===== src/rtl/demux1to8_router.sv =====
// Purpose: steers one beat per cycle to one of eight single-entry output channels, or broadcasts it to all eight.
// Latency: one cycle from input accept to out_valid/out_data; per-channel counters update on the pop edge.
// Backpressure: in_ready is combinational from the target channel(s) being free; a broadcast waits for all eight.
module demux1to8_router #(
    parameter int W  = 8,
    parameter int CW = 8
) (
    input  logic            clk,
    input  logic            rst_n,
    input  logic            in_valid,
    output logic            in_ready,
    input  logic [W-1:0]    in_data,
    input  logic [2:0]      in_sel,
    input  logic            in_bcast,
    output logic [7:0]      out_valid,
    input  logic [7:0]      out_ready,
    output logic [8*W-1:0]  out_data,
    input  logic            cnt_clr,
    output logic [8*CW-1:0] cnt
);

    logic [7:0]    pop;
    logic [7:0]    free;
    logic [7:0]    push;
    logic [7:0]    sel_onehot;
    logic          accept;

    logic [W-1:0]  data_q [8];
    logic [CW-1:0] cnt_q  [8];

    // Handshake decode: a channel is free when empty or being drained this cycle,
    // and a broadcast needs every channel free so no beat is ever split.
    always_comb begin
        pop        = out_valid & out_ready;
        free       = ~out_valid | out_ready;
        sel_onehot = 8'b1 << in_sel;
        in_ready   = in_bcast ? (&free) : free[in_sel];
        accept     = in_valid & in_ready;
        push       = 8'h00;
        if (accept) begin
            push = in_bcast ? 8'hFF : sel_onehot;
        end
    end

    for (genvar i = 0; i < 8; i++) begin : g_chan

        // Channel register: a push refills (even while popping), otherwise a pop empties; data holds on pop.
        always_ff @(posedge clk or negedge rst_n) begin
            if (!rst_n) begin
                out_valid[i] <= 1'b0;
                data_q[i]    <= '0;
            end else if (push[i]) begin
                out_valid[i] <= 1'b1;
                data_q[i]    <= in_data;
            end else if (pop[i]) begin
                out_valid[i] <= 1'b0;
            end
        end

        // Delivered-beat counter: clear has priority over a same-edge pop; saturates at all-ones.
        always_ff @(posedge clk or negedge rst_n) begin
            if (!rst_n) begin
                cnt_q[i] <= '0;
            end else if (cnt_clr) begin
                cnt_q[i] <= '0;
            end else if (pop[i] && (cnt_q[i] != {CW{1'b1}})) begin
                cnt_q[i] <= cnt_q[i] + CW'(1);
            end
        end

        assign out_data[i*W +: W] = data_q[i];
        assign cnt[i*CW +: CW]    = cnt_q[i];
    end

endmodule

===== config.mk =====
export PLATFORM = sky130hd
export DESIGN_NAME = demux1to8_router
export DESIGN_NICKNAME = d
export VERILOG_FILES = /design/src/rtl/demux1to8_router.sv
export SDC_FILE = /design/constraint.sdc
export NUM_CORES = 1
export LEC_CHECK = 0
export CAP_MARGIN = 20
export CORE_MARGIN = 2
export CORE_UTILIZATION = 35
export CTS_CLUSTER_DIAMETER = 50
export DETAILED_ROUTE_END_ITERATION = 10
export HOLD_SLACK_MARGIN = 0.02
export PLACE_DENSITY = 0.65
export SLEW_MARGIN = 20
export SYNTH_ARGS = -nofsm -noshare
export SYNTH_HDL_FRONTEND = slang
export SYNTH_SLANG_ARGS = --single-unit

===== constraint.sdc =====
create_clock -name clk -period 3.65 [get_ports clk]
set_clock_uncertainty 0.1 [all_clocks]
set_input_delay 0.73 -clock clk [delete_from_list [all_inputs] [get_ports clk]]
set_output_delay 0.73 -clock clk [all_outputs]
set_load 0.02 [all_outputs]

Yosys cells after proc, flatten, opt, wreduce, memory -nomap -nowiden --
Index checks and enable logic that the tools add are counted.
Word-level totals: memories 0, memory bits (writable) 0, ROM bits 0, register bits after elaboration 136, bits in latches 0, input bits 24
Cells by class: equal/unequal tests 8, $add $sub $neg 8, reductions and logical operators 25, $mul 0, bitwise gates (word level) 4, mux-type cells 37, $lt $le $gt $ge 1, shift operators 1, div/mod/pow operators 0
Operators by type and width (count):
- $mux W8 | 18
- $add A8 B1 Y8 const B | 8
- $ne A8 B8 Y1 const B | 8
- $reduce_bool A2 Y1 | 16
- $mux W1 | 18
- $and A8 B8 Y8 | 1
- $logic_and A1 B1 Y1 | 8
- $not A8 Y8 | 1
- $or A8 B8 Y8 | 1
- $reduce_and A8 Y1 | 1
- $shl A1 B3 Y8 const A | 1
- $lt A3 B4 Y1 const B | 1
- $bmux W1 S3 | 1
- $and A1 B1 Y1 | 1

Depth between registers and ports, before layout --
Gate-level depths: netlist (run 1).
depth in word-level cells 8, mapped depth 7, depth with buffers taken out 6

Worst setup path after synthesis (run 1) --
No wires, ideal clock.
kind input port to output port, from in in_sel[0], to out in_ready, stages 4, data arrival time 1.807 ns, path slack 1.013 ns, path buffers 0, cells stage by stage or4b_1 o311ai_2 nor2_1 a211o_1
Between the ends: longest elaborated chain between the ends 3
Ends and longest elaborated chain:
- start: declaration | line 13 | input logic [2:0] in_sel,
- $bmux W1 S3 | line 37 | in_ready = in_bcast ? (&free) : free[in_sel];
- $mux W1 (not written as such) | line 37
- $mux W1 | line 37
- end: declaration | line 11 | output logic in_ready,
No other way between the ends. The select of a mux whose other input is x is not followed.

Worst setup path after layout (run 1) --
Ends and elaborated chain as after synthesis.

==> results.md, run 1 <==
* Status: complete, no violations
* Min-delay worst type: in -> async
* CP Launch Type: input pin
* # setup viols final at 0
* Share of flip-flops with an asynchronous set or reset at 100%
* Most frequent cell after synthesis: dfrtp_1
* CTS tree: built
* Routed length per instance at 17.2 um
* Pwr Density at 643 mW/mm2
* Syn Nets at 548
* R2R Path End: out_data[30]
* Overall power at 5.54 mW
* Final hold vios at 0
* Synth area leader: dfrtp_1
* Total negative slack at 0 ns
* Post-DP HPWL at 11,600 um
* H-tree lvl count at 4
* Post-synth top cells: dfrtp_1 (136), nor2_1 (64), mux2_2 (62), nand2_1 (35), xnor2_1 (22)
* Width of the die at 136 um
* Pleak at 3.57 nW
* Layout cells sized above 1 at 17.6%
* Clock Tree Buf Depth at 2
* Syn Area/Cell at 11.8 um2
* RePlAce Congestion at 0.869
* #FFs+latches synth at 136
* Num CTS Buffers at 17
* CP max stage delay at 0.45 ns
* Share of the synthesized area in the top cell type at 55.9%
* WL final at 16,100 um
* Max-slew violations at 0
* Synth top area cells: dfrtp_1 (56%), mux2_2 (11%), nor2_1 (3.9%)
* Max VDD drop at 0.510 mV
* Cell class contributing the biggest share of worst-path delay: buffers and inverters
* Tmin final at 3.45 ns
* Worst path cell trace: clkdlybuf4s50_1, buf_4, nand2b_1, o311ai_2, nor2_1, a211o_1, dlygate4sd2_1
* R2R setup slack at 1.34 ns
* Largest net degree at the start of global routing at 69
* Chip height at 136 um
* CTS root buf: clkbuf_16
* Gr ovfl total at 0
* Worst-Skew Late Latency at 0.42 ns
* Num rows at 48
* DR pass1 iterations at 5
* Critical path required time at 2.82 ns
* Yosys cell types at 48
* DRC at 0
* Multi-input gate area at 0.00261 mm2
* Dpl ws at -0.00727 ns
* Worst r2r src: out_valid[4]
* Finished Layout Cells at 938
* Initial antenna violation count at 1
* First-pass GRT wire length at 26,100 um
* Top_reg_cell synth: dfrtp_1
* Hold Buf Count CTS at 0
* FF+latch area at 0.00340 mm2
* Setup WS post-layout at 0.200 ns
* Port buffer count at 160
* Synthesized area at 0.00609 mm2
* Routed Antenna Nets at 0
* Clk pin slew, worst setup/hold paths at 0.06 ns
* Core Area at 0.0172 mm2
* Final nets at 732
* Fillcell total at 1,589
* RSZ-0062 raised after global routing: no
* Arr. time, crit path at 2.62 ns
* Drt first-iter violations at 197
* Die area at 0.0185 mm2
* Cells on worst reg2reg path at 5
* Sink Count at 136
* Area growth, synth to finish at 41.5%
* Number of global-route vias before repair at 4,939
* Seq/Total Area, Yosys at 55.9%
* Crit. End Element: primary output
* Num ports at 161
* Cells after DPL at 906
* # Max-Cap Violations at 0
* Starting Density at 35.5%
* Post-synthesis cell count at 516
* WS Path Type: in -> out
* Slew @ Worst Pin at 0.719 ns
* Number of synthesized flops with an enable pin at 0
* Yosys warnings at 0
* Vias per Instance at 5.03
* Worst-path fanout max at 6
* Detailed-route via count at 4,720
* Worst rel slew slack at 51.8%
* Fmax achieved at 0.290 GHz
* Part of the cycle the worst path needs at 94.5%
* Critical-path top delay cell: clkdlybuf4s50_1
* Buffers and inverters on the worst path at 3
* GRT Total Usage at 18.3%
-- kinds of logic after synthesis --
group	share of synthesized area [%]
xor gates and xnor gates	6.18
adders and majority gates	1.64
muxes	13.1
buffers and inverters	1.34
AOI/OAI and AO/OA	7.75
DFF	55.9
and+or+nand+nor	14.1
-- state kept, by name, indices dropped and copies added, names as in the netlist --
name	cells
out_data	64
out_valid	8
cnt	64
-- per-stage QoR --
stage | cell area (um2) | hold slack [ns] | util (%)
floorplan | 6090 | 0.334 | -
CTS | 8620 | 0.231 | 50.2
global placement | 8040 | 0.377 | 46.8
detailed placement | 8040 | 0.384 | 46.8
global route | 8620 | 0.249 | 50.2
finish | 8620 | 0.205 | 50.2
-- power by group --
group          switching [mW]  internal, mW  total, mW  leakage, nW
logic                   0.887         0.911       1.80         1.55
clock network           0.646          1.03       1.68        0.273
registers               0.214          1.85       2.07         1.75
total                    1.75          3.80       5.54         3.57
-- per-layer routing --
metal  wire, um  share of wire [%]  vias up  track usage, %
met2       7590                 47      152            29.4
met4        150               0.93        0            5.38
met5          0                  0        -               0
met3       1400                8.7       13            8.17
met1       6960                 43     2354            22.2
li1           -                  -     2201               -
-- timing repair --
item	in CTS	in global routing
setup buffers	0	0
endpoints found under the setup margin	1	0
resized for setup	1	0
-- worst max path at each step --
stage	endpoint	slack (ns)	from	cells after the start
4_1_cts	in_ready	0.20	in_sel[1]	6
3_3_place_gp	in_ready	0.03	in_sel[0]	6
6_report	in_ready	0.20	in_sel[0]	7
2_1_floorplan	in_ready	1.01	in_sel[0]	4
5_1_grt	in_ready	0.1	in_sel[0]	7
3_5_place_dp	in_ready	-0.007	in_sel[1]	6
-- cell type report --
type | instances | area share [%]
Inverter | 10 | 0.436
Multi-Input combinational cell | 360 | 30.2
Clock inverter | 12 | 1.47
Timing Repair Buffer | 175 | 19.8
Tap cell | 225 | 3.27
Antenna cell | 1 | 0.0290
Sequential cell | 136 | 39.5
Clock buffer | 19 | 5.26
-- placed cells by master, fill, tap and decap left out, types with 3 or more instances in the layout --
master             n
mux2i_1            8
nand4_1           11
o21ai_0           11
or3_1             10
clkinv_2           4
nor3_1            12
clkinvlp_4         5
a21oi_2            4
o21bai_1           4
nand2b_1           9
and3_1            10
inv_1             10
a21oi_1           11
nor2_1            64
nand2_1           35
buf_4             15
a31oi_1            3
mux2_2            62
o2111ai_1          7
clkbuf_16         17
clkdlybuf4s50_1  157
xnor2_1           22
xor2_1            21
ha_1               8
dfrtp_1          136
nand3_1           14
o311ai_2           3
(Power assumes the default switching activity.)
==> run 2, diff against run 1 <==
--- a/config.mk
+++ b/config.mk
@@ -12,7 +12,7 @@
 export DETAILED_ROUTE_END_ITERATION = 10
 export HOLD_SLACK_MARGIN = 0.02
 export PLACE_DENSITY = 0.65
-export SLEW_MARGIN = 20
+export SLEW_MARGIN = 40
 export SYNTH_ARGS = -nofsm -noshare
 export SYNTH_HDL_FRONTEND = slang
 export SYNTH_SLANG_ARGS = --single-unit
==> results of run 2 <==
No change in the layout: final DEF, timing and power equal those of run 1.
